## src/rtl/load_store_queue_pkg.sv

```systemverilog
// Shared constants and types for the load/store queue.
package load_store_queue_pkg;

  localparam int DATA_WIDTH = 32;
  localparam int ROB_WIDTH  = 5;

  localparam logic [ROB_WIDTH-1:0] ZERO_ROB = '0;

  // RV32I load/store funct3 codes
  localparam logic [2:0] F3_LB  = 3'b000;
  localparam logic [2:0] F3_LH  = 3'b001;
  localparam logic [2:0] F3_LW  = 3'b010;
  localparam logic [2:0] F3_LBU = 3'b100;
  localparam logic [2:0] F3_LHU = 3'b101;
  localparam logic [2:0] F3_SB  = 3'b000;
  localparam logic [2:0] F3_SH  = 3'b001;
  localparam logic [2:0] F3_SW  = 3'b010;

  // Memory access size encodings (equal to funct3[1:0])
  localparam logic [1:0] SIZE_BYTE = 2'd0;
  localparam logic [1:0] SIZE_HALF = 2'd1;
  localparam logic [1:0] SIZE_WORD = 2'd2;

  typedef enum logic {
    ST_IDLE,
    ST_WAIT_MEM
  } lsq_state_e;

  // An operand waiting on a producer: tag==ZERO_ROB means val is valid
  typedef struct packed {
    logic [ROB_WIDTH-1:0]  tag;
    logic [DATA_WIDTH-1:0] val;
  } operand_t;

  // Capture a broadcast value into a pending operand whose tag matches
  function automatic operand_t snoop(
    input operand_t              op,
    input logic [ROB_WIDTH-1:0]  t1,
    input logic [DATA_WIDTH-1:0] v1,
    input logic [ROB_WIDTH-1:0]  t2,
    input logic [DATA_WIDTH-1:0] v2
  );
    operand_t r;
    r = op;
    if (op.tag != ZERO_ROB) begin
      if (op.tag == t1) begin
        r.tag = ZERO_ROB;
        r.val = v1;
      end else if (op.tag == t2) begin
        r.tag = ZERO_ROB;
        r.val = v2;
      end
    end
    return r;
  endfunction

endpackage

```

## src/rtl/load_store_queue_ls_extend.sv

```systemverilog
// Load data extension: sign/zero-extends raw memory data per funct3.
module ls_extend
  import load_store_queue_pkg::*;
(
  input  logic [DATA_WIDTH-1:0] rdata_i,
  input  logic [2:0]            funct3_i,
  output logic [DATA_WIDTH-1:0] value_o
);

  // Select extension mode from the load width/sign code
  always_comb begin
    value_o = rdata_i;
    case (funct3_i)
      F3_LB:   value_o = {{(DATA_WIDTH-8){rdata_i[7]}}, rdata_i[7:0]};
      F3_LH:   value_o = {{(DATA_WIDTH-16){rdata_i[15]}}, rdata_i[15:0]};
      F3_LBU:  value_o = {{(DATA_WIDTH-8){1'b0}}, rdata_i[7:0]};
      F3_LHU:  value_o = {{(DATA_WIDTH-16){1'b0}}, rdata_i[15:0]};
      F3_LW:   value_o = rdata_i;
      default: value_o = rdata_i;
    endcase
  end

endmodule

```

## src/rtl/load_store_queue.sv

```systemverilog
// Circular load/store queue: in-order issue from head, operand snooping,
// store commit tracking and misbranch flush.
module load_store_queue
  import load_store_queue_pkg::*;
#(
  parameter int LSQ_SIZE = 16
) (
  input  logic                  clk,
  input  logic                  rst_n,
  input  logic                  in_assign_ena,
  input  logic                  in_is_store,
  input  logic [2:0]            in_funct3,
  input  logic [DATA_WIDTH-1:0] in_imm,
  input  logic [ROB_WIDTH-1:0]  in_base_tag,
  input  logic [ROB_WIDTH-1:0]  in_data_tag,
  input  logic [DATA_WIDTH-1:0] in_base_value,
  input  logic [DATA_WIDTH-1:0] in_data_value,
  input  logic [ROB_WIDTH-1:0]  in_rob_tag,
  output logic                  out_full,
  input  logic [ROB_WIDTH-1:0]  in_cdb_rob_tag,
  input  logic [DATA_WIDTH-1:0] in_cdb_value,
  input  logic [ROB_WIDTH-1:0]  in_committed_rob_tag,
  input  logic                  in_misbranch,
  output logic                  out_mem_req,
  output logic                  out_mem_we,
  output logic [DATA_WIDTH-1:0] out_mem_addr,
  output logic [DATA_WIDTH-1:0] out_mem_wdata,
  output logic [1:0]            out_mem_size,
  input  logic                  in_mem_done,
  input  logic [DATA_WIDTH-1:0] in_mem_rdata,
  output logic [ROB_WIDTH-1:0]  out_ls_cdb_rob_tag,
  output logic [DATA_WIDTH-1:0] out_ls_cdb_value
);

  localparam int PTR_W = $clog2(LSQ_SIZE);
  localparam int CNT_W = PTR_W + 1;
  localparam logic [CNT_W-1:0] FULL_CNT = CNT_W'(LSQ_SIZE);

  logic [LSQ_SIZE-1:0]   valid_q, valid_d, committed_q, committed_d;
  logic [LSQ_SIZE-1:0]   commit_vec, is_store_q;
  logic [2:0]            funct3_q [LSQ_SIZE];
  logic [DATA_WIDTH-1:0] imm_q    [LSQ_SIZE];
  logic [ROB_WIDTH-1:0]  rob_q    [LSQ_SIZE];
  operand_t              base_q   [LSQ_SIZE];
  operand_t              data_q   [LSQ_SIZE];

  logic [PTR_W-1:0] head_q, head_d, tail_q, tail_d, scan_idx, off;
  logic [CNT_W-1:0] count_q, count_d, keep;
  logic             keep_found;
  lsq_state_e       state_q, state_d;
  logic             flushed_q, flushed_d;

  logic [DATA_WIDTH-1:0] req_addr_q, req_wdata_q, ls_val_q, ext_value;
  logic                  req_we_q;
  logic [2:0]            req_f3_q;
  logic [ROB_WIDTH-1:0]  req_rob_q, ls_tag_q;

  logic     head_ready, issue, mem_done_now, head_dropped, suppress, pop, bcast, push;
  operand_t new_base, new_data;

  assign out_full = (count_q == FULL_CNT);

  // Store commit matches, merged with already-committed flags
  always_comb begin
    for (int unsigned i = 0; i < LSQ_SIZE; i++) begin
      commit_vec[i] = committed_q[i] | (valid_q[i] && is_store_q[i] &&
                      (in_committed_rob_tag != ZERO_ROB) && (rob_q[i] == in_committed_rob_tag));
    end
  end

  // Count of leading committed entries from head: these survive a misbranch
  always_comb begin
    keep       = count_q;
    keep_found = 1'b0;
    scan_idx   = '0;
    for (int unsigned i = 0; i < LSQ_SIZE; i++) begin
      scan_idx = head_q + PTR_W'(i);
      if (!keep_found && (CNT_W'(i) < count_q) && !commit_vec[scan_idx]) begin
        keep_found = 1'b1;
        keep       = CNT_W'(i);
      end
    end
  end

  // Head readiness and handshake bookkeeping
  always_comb begin
    head_ready   = valid_q[head_q] && (base_q[head_q].tag == ZERO_ROB) &&
                   (!is_store_q[head_q] || (committed_q[head_q] && (data_q[head_q].tag == ZERO_ROB)));
    issue        = (state_q == ST_IDLE) && (count_q != '0) && !in_misbranch && head_ready;
    mem_done_now = (state_q == ST_WAIT_MEM) && in_mem_done;
    // A flushed in-flight load finishes its handshake but is no longer in the
    // queue, so its completion must neither pop nor broadcast.
    head_dropped = in_misbranch && (keep == '0);
    suppress     = flushed_q || head_dropped;
    pop          = mem_done_now && !suppress;
    bcast        = pop && !req_we_q;
    push         = in_assign_ena && !out_full && !in_misbranch;
    flushed_d    = mem_done_now ? 1'b0 : (flushed_q || ((state_q == ST_WAIT_MEM) && head_dropped));
  end

  // Pointer, count and per-entry flag next state
  always_comb begin
    head_d = head_q + PTR_W'(pop);
    if (in_misbranch) begin
      count_d = keep - CNT_W'(pop);
      tail_d  = head_q + PTR_W'(keep);
    end else begin
      count_d = count_q + CNT_W'(push) - CNT_W'(pop);
      tail_d  = tail_q + PTR_W'(push);
    end
    off = '0;
    for (int unsigned i = 0; i < LSQ_SIZE; i++) begin
      off            = PTR_W'(i) - head_q;
      valid_d[i]     = valid_q[i];
      committed_d[i] = commit_vec[i];
      if (in_misbranch && ({1'b0, off} >= keep)) begin
        valid_d[i]     = 1'b0;
        committed_d[i] = 1'b0;
      end
      if (pop && (PTR_W'(i) == head_q)) begin
        valid_d[i]     = 1'b0;
        committed_d[i] = 1'b0;
      end
      if (push && (PTR_W'(i) == tail_q)) begin
        valid_d[i]     = 1'b1;
        committed_d[i] = 1'b0;
      end
    end
  end

  assign new_base = snoop(operand_t'{tag: in_base_tag, val: in_base_value},
                          in_cdb_rob_tag, in_cdb_value, ls_tag_q, ls_val_q);
  assign new_data = snoop(operand_t'{tag: in_data_tag, val: in_data_value},
                          in_cdb_rob_tag, in_cdb_value, ls_tag_q, ls_val_q);

  // Entry payload: allocation plus broadcast snooping of pending operands
  always_ff @(posedge clk) begin
    for (int unsigned i = 0; i < LSQ_SIZE; i++) begin
      base_q[i] <= snoop(base_q[i], in_cdb_rob_tag, in_cdb_value, ls_tag_q, ls_val_q);
      data_q[i] <= snoop(data_q[i], in_cdb_rob_tag, in_cdb_value, ls_tag_q, ls_val_q);
      if (push && (tail_q == PTR_W'(i))) begin
        is_store_q[i] <= in_is_store;
        funct3_q[i]   <= in_funct3;
        imm_q[i]      <= in_imm;
        rob_q[i]      <= in_rob_tag;
        base_q[i]     <= new_base;
        data_q[i]     <= new_data;
      end
    end
  end

  // Queue bookkeeping, request capture and load-result broadcast
  always_ff @(posedge clk or negedge rst_n) begin
    if (!rst_n) begin
      head_q      <= '0;
      tail_q      <= '0;
      count_q     <= '0;
      valid_q     <= '0;
      committed_q <= '0;
      flushed_q   <= 1'b0;
      req_addr_q  <= '0;
      req_wdata_q <= '0;
      req_we_q    <= 1'b0;
      req_f3_q    <= '0;
      req_rob_q   <= ZERO_ROB;
      ls_tag_q    <= ZERO_ROB;
      ls_val_q    <= '0;
    end else begin
      head_q      <= head_d;
      tail_q      <= tail_d;
      count_q     <= count_d;
      valid_q     <= valid_d;
      committed_q <= committed_d;
      flushed_q   <= flushed_d;
      if (issue) begin
        req_addr_q  <= base_q[head_q].val + imm_q[head_q];
        req_wdata_q <= is_store_q[head_q] ? data_q[head_q].val : '0;
        req_we_q    <= is_store_q[head_q];
        req_f3_q    <= funct3_q[head_q];
        req_rob_q   <= rob_q[head_q];
      end
      if (bcast) begin
        ls_tag_q <= req_rob_q;
        ls_val_q <= ext_value;
      end else begin
        ls_tag_q <= ZERO_ROB;
        ls_val_q <= '0;
      end
    end
  end

  ls_extend u_ls_extend (
    .rdata_i  (in_mem_rdata),
    .funct3_i (req_f3_q),
    .value_o  (ext_value)
  );

  // FSM state register
  always_ff @(posedge clk or negedge rst_n) begin
    if (!rst_n) state_q <= ST_IDLE;
    else        state_q <= state_d;
  end

  // FSM next state: issue from head, wait for memory completion
  always_comb begin
    state_d = state_q;
    case (state_q)
      ST_IDLE:     if (issue) state_d = ST_WAIT_MEM;
      ST_WAIT_MEM: if (in_mem_done) state_d = ST_IDLE;
      default:     state_d = ST_IDLE;
    endcase
  end

  // FSM outputs: request fields held stable while waiting
  always_comb begin
    out_mem_req   = 1'b0;
    out_mem_we    = 1'b0;
    out_mem_addr  = '0;
    out_mem_wdata = '0;
    out_mem_size  = SIZE_BYTE;
    if (state_q == ST_WAIT_MEM) begin
      out_mem_req   = 1'b1;
      out_mem_we    = req_we_q;
      out_mem_addr  = req_addr_q;
      out_mem_wdata = req_wdata_q;
      out_mem_size  = req_f3_q[1:0];
    end
  end

  assign out_ls_cdb_rob_tag = ls_tag_q;
  assign out_ls_cdb_value   = ls_val_q;

endmodule

```

## config.mk

```make
export PLATFORM = sky130hd
export DESIGN_NAME = load_store_queue
export DESIGN_NICKNAME = d
export VERILOG_FILES = /design/src/rtl/load_store_queue_pkg.sv /design/src/rtl/load_store_queue_ls_extend.sv /design/src/rtl/load_store_queue.sv
export SDC_FILE = /design/constraint.sdc
export NUM_CORES = 2
export LEC_CHECK = 0
export CAP_MARGIN = 20
export CORE_UTILIZATION = 57
export DETAILED_ROUTE_END_ITERATION = 8
export HOLD_SLACK_MARGIN = 0.06
export MAX_ROUTING_LAYER = met4
export PLACE_DENSITY = 0.84
export SLEW_MARGIN = 0
export SYNTH_ARGS = -nofsm -noshare
export SYNTH_HDL_FRONTEND = slang
export SYNTH_SLANG_ARGS = --single-unit
```

## constraint.sdc

```tcl
create_clock -name clk -period 7.7 [get_ports clk]
set_input_delay 1.155 -clock clk [delete_from_list [all_inputs] [get_ports clk]]
set_output_delay 1.155 -clock clk [all_outputs]
set_load 0.01 [all_outputs]
```

==> results.json <==
{
  "outcome": "finished, violations left",
  "failed_checks": "DRC",
  "finalWeightedCongestion": 0.972,
  "final.period_utilization": 0.879,
  "drt-wirelength-per-cell_um": 33.8,
  "final.fill_count": 12864,
  "max_freq_mhz": 148,
  "syn2layout_area_growth_pct": 12.0,
  "drt-initial-drc-count": 14013,
  "timing.setup.critical_path_class": "reg -> reg",
  "numClockSinks": 1997,
  "hold_fails_final_rpt": 0,
  "io_pins": 300,
  "synth-main-ff-cell": "sky130_fd_sc_hd__edfxtp_1",
  "clk_pin_slew_worst_paths_ps": 70,
  "cell_seen_most_often_among_critical_path_stages": "sky130_fd_sc_hd__o21ai_0",
  "grt_start_max_net_pins": 140,
  "multi_input_comb_area_mm2": 0.0456,
  "floorplan.initialDensity": 0.575,
  "post-route-cell-area_mm2": 0.121,
  "total_via_count_in_the_routed_design": 80624,
  "cts_max_level": 4,
  "die_area_mm2": 0.191,
  "synthCells": 8728,
  "row_count": 159,
  "critPathTopFamily": "compound AO/OA/AOI/OAI gates",
  "async_flop_share": 0.0786,
  "most-common-layout-cells": "1840 x sky130_fd_sc_hd__edfxtp_1, 1215 x sky130_fd_sc_hd__nand2_1, 1151 x sky130_fd_sc_hd__o21ai_0",
  "critPathMaxFanout": 139,
  "seq_area_mm2": 0.0592,
  "min-delay-path-class": "in -> async",
  "preCtsSetupSlack_ps": 147,
  "antenna_found_initial": 18,
  "vias_in_the_first_global_route": 80028,
  "die_w_um": 437,
  "cts-resized-gates": 0,
  "p_leak_nw": 37.5,
  "drc_errors": 8,
  "fp.coreArea_mm2": 0.188,
  "synth-seq-cells": 1997,
  "totalWireLength_mm": 382,
  "min_period_ps": 6770,
  "via_per_inst": 7.12,
  "cts_buffer_depth": 3,
  "clock-skew-final_ps": 42.7,
  "post_synthesis_cell_area_mm2": 0.108,
  "number_of_enable_flip_flop_cells_after_synthesis": 1840,
  "timing.critical_path.slowest_cell_delay_ps": 830,
  "drive_gt1_frac": 0.153,
  "grt_use_total": 0.405,
  "post_synth.cell_area_avg_um2": 12.4,
  "unrepaired_setup_endpoints_after_global_routing": "false",
  "syn-num-nets": 9019,
  "cts-root-buf": "sky130_fd_sc_hd__clkbuf_16",
  "timing.max_slew.rel_slack": 0.191,
  "path_buf_inv": 3,
  "die_span_y_um": 437,
  "clk-insertion-delay-late_ps": 890,
  "timing.critical_path.required_ps": 8430,
  "cts_buffers": 202,
  "fin_ws_ps": 930,
  "cts_setup_buffers": 0,
  "tns_ps": 0,
  "synth-seq-area-share": 0.548,
  "place.detailed.hpwl_mm": 213,
  "cap_viol_max_count": 0,
  "final_nets": 8921,
  "grt_overflow": 0,
  "setup.worst_path.end_class": "flop",
  "tightest_pin_transition_ps": 1210,
  "number_of_buffers_inserted_by_port_buffering": 299,
  "placed_cell_area_mm2": 0.114,
  "library_cells_used_by_synthesis": 79,
  "cellPowerDensity_mw_per_mm2": 243,
  "most_common_library_cell_in_the_layout_ignoring_fill_and_taps": "sky130_fd_sc_hd__edfxtp_1",
  "ys_warn_count": 0,
  "first_pass_grt_wire_length_mm": 545,
  "detail-route-antenna-nets": 0,
  "slowest_stage_cell_crit_path": "sky130_fd_sc_hd__buf_4",
  "post_cts_hold_buffers": 0,
  "cp_cell_sequence": "buf_12 > buf_4 > mux4_2 > mux4_2 > ha_1 > a21oi_1 > nor2b_1 > o21ai_0 > o31a_1 > a2111o_1 > a21boi_0 > o21ai_0 > o311ai_0 > buf_4 > xnor2_1 > o21ai_0",
  "hold_slack_ps": 285,
  "timing.critical_path.arrival_ps": 7500,
  "timing.final.setup_violations": 0,
  "timing_max_transition_violations_final": 0,
  "detail_route.first_pass.iterations": 9,
  "crit_path_start_kind": "flop",
  "peakVddDrop_mv": 0.243,
  "tritoncts_clock_tree": "yes"
}
-- path summary, 6_finish.rpt --
kind	from	to	slack [ps]	cells past startpoint
setup / recovery	head_q[1]	req_addr_q[31]	930	16
hold / removal	rst_n	count_q[2]	290	1
setup reg to reg	head_q[1]	req_addr_q[31]	930	16
hold reg to reg	req_wdata_q[21]	req_wdata_q[21]	470	2
max in group asynchronous	rst_n	head_q[0]	5990	2
min in group clk	req_wdata_q[21]	req_wdata_q[21]	470	2
-- per-layer routing --
| metal | track usage | up-vias | part of all wire |
|---|---|---|---|
| met5 | - | - | 0 |
| met4 | 0.289 | 0 | 0.092 |
| met3 | 0.109 | 2252 | 0.15 |
| met2 | 0.594 | 7497 | 0.44 |
| met1 | 0.485 | 38656 | 0.32 |
| li1 | - | 32219 | - |
-- worst reg2reg max path: cells and delay by family, from the launching register on --
family / cells / cell delay (ps)
XOR/XNOR: 1 / 170
AND/OR/NAND/NOR: 1 / 70
multiplexers: 2 / 990
buffers and inverters: 3 / 2020
flip-flops: 1 / 750
adder cells (fa/ha/maj): 1 / 430
AO/OA/AOI/OAI: 8 / 2180
-- sequential cells by signal, summed over array words and instances, names as in the netlist, 16 cells and up --
signal / count
rob_q: 80
committed_q: 16
base_q: 592
funct3_q: 48
req_addr_q: 32
out_ls_cdb_value: 32
imm_q: 512
is_store_q: 16
req_wdata_q: 32
valid_q: 16
data_q: 592
-- stage by stage --
| stage | cells | util | total power [mW] |
|---|---|---|---|
| 2_1_floorplan | 8728 | - | 17.0 |
| 3_3_place_gp | 10872 | 0.605 | 18.9 |
| 3_5_place_dp | 10879 | 0.605 | 19.0 |
| 4_1_cts | 11261 | 0.641 | 29.2 |
| 5_1_grt | 11316 | 0.643 | 30.1 |
| 6_report | 11319 | 0.643 | 29.4 |
-- cell usage after synthesis, types with 8 or more instances --
library cell,number,share of area
sky130_fd_sc_hd__edfxtp_1,1840,0.51
sky130_fd_sc_hd__nand2_1,1219,0.042
sky130_fd_sc_hd__o21ai_0,1181,0.055
sky130_fd_sc_hd__mux2i_1,1037,0.096
sky130_fd_sc_hd__clkbuf_1,743,0.026
sky130_fd_sc_hd__mux4_2,543,0.11
sky130_fd_sc_hd__nor2_1,332,0.012
sky130_fd_sc_hd__xor2_1,224,0.018
sky130_fd_sc_hd__xnor2_1,201,0.016
sky130_fd_sc_hd__buf_1,157,0.0055
sky130_fd_sc_hd__dfrtp_1,157,0.036
sky130_fd_sc_hd__a21oi_1,138,0.0064
sky130_fd_sc_hd__ha_1,94,0.011
sky130_fd_sc_hd__inv_1,89,0.0031
sky130_fd_sc_hd__nand3_1,88,0.0041
sky130_fd_sc_hd__nor3_1,87,0.0040
sky130_fd_sc_hd__and2_1,73,0.0042
sky130_fd_sc_hd__o22ai_1,73,0.0042
sky130_fd_sc_hd__a31oi_1,41,0.0024
sky130_fd_sc_hd__nand2b_1,41,0.0024
sky130_fd_sc_hd__nor2b_1,38,0.0022
sky130_fd_sc_hd__or4_1,34,0.0024
sky130_fd_sc_hd__a21o_1,25,0.0017
sky130_fd_sc_hd__nor4_1,19,0.0011
sky130_fd_sc_hd__a21oi_2,18,0.0015
sky130_fd_sc_hd__a41oi_1,18,0.0015
sky130_fd_sc_hd__buf_2,17,0.00079
sky130_fd_sc_hd__a211oi_1,16,0.0011
sky130_fd_sc_hd__mux2_2,16,0.0017
sky130_fd_sc_hd__nand4_1,16,0.00093
sky130_fd_sc_hd__nor2_2,13,0.00075
sky130_fd_sc_hd__a2111oi_0,12,0.00097
sky130_fd_sc_hd__a222oi_1,11,0.0010
sky130_fd_sc_hd__and3_1,10,0.00058
sky130_fd_sc_hd__or3_1,8,0.00046
-- cell type report --
type / instances / area share
timing repair buffer: 622 / 0.0473
tap: 2495 / 0.0258
sequential: 1997 / 0.489
inverter: 93 / 0.00378
clock buffer: 265 / 0.0452
clock inverter: 117 / 0.0113
antenna: 16 / 0.000331
multi-input combinational: 5714 / 0.377
-- where the power goes --
part	internal, mW	switching [mW]
Sequential	12.5	0.302
Combinational	2.50	3.86
Clock	5.81	4.51
-- cell families (layout without fill, tap and decap cells) --
family / after synthesis / count (layout) / synth area share
other: 0 / 16 / 0
DFF: 1997 / 1997 / 0.548
xor gates and xnor gates: 425 / 425 / 0.0345
adders and majority gates: 97 / 97 / 0.0114
muxes: 1596 / 1596 / 0.211
AOI/OAI and AO/OA: 1599 / 1599 / 0.0809
buffers and inverters: 1017 / 1097 / 0.0359
and+or+nand+nor: 1997 / 1997 / 0.0786
Power figures use the tool's default switching activity.
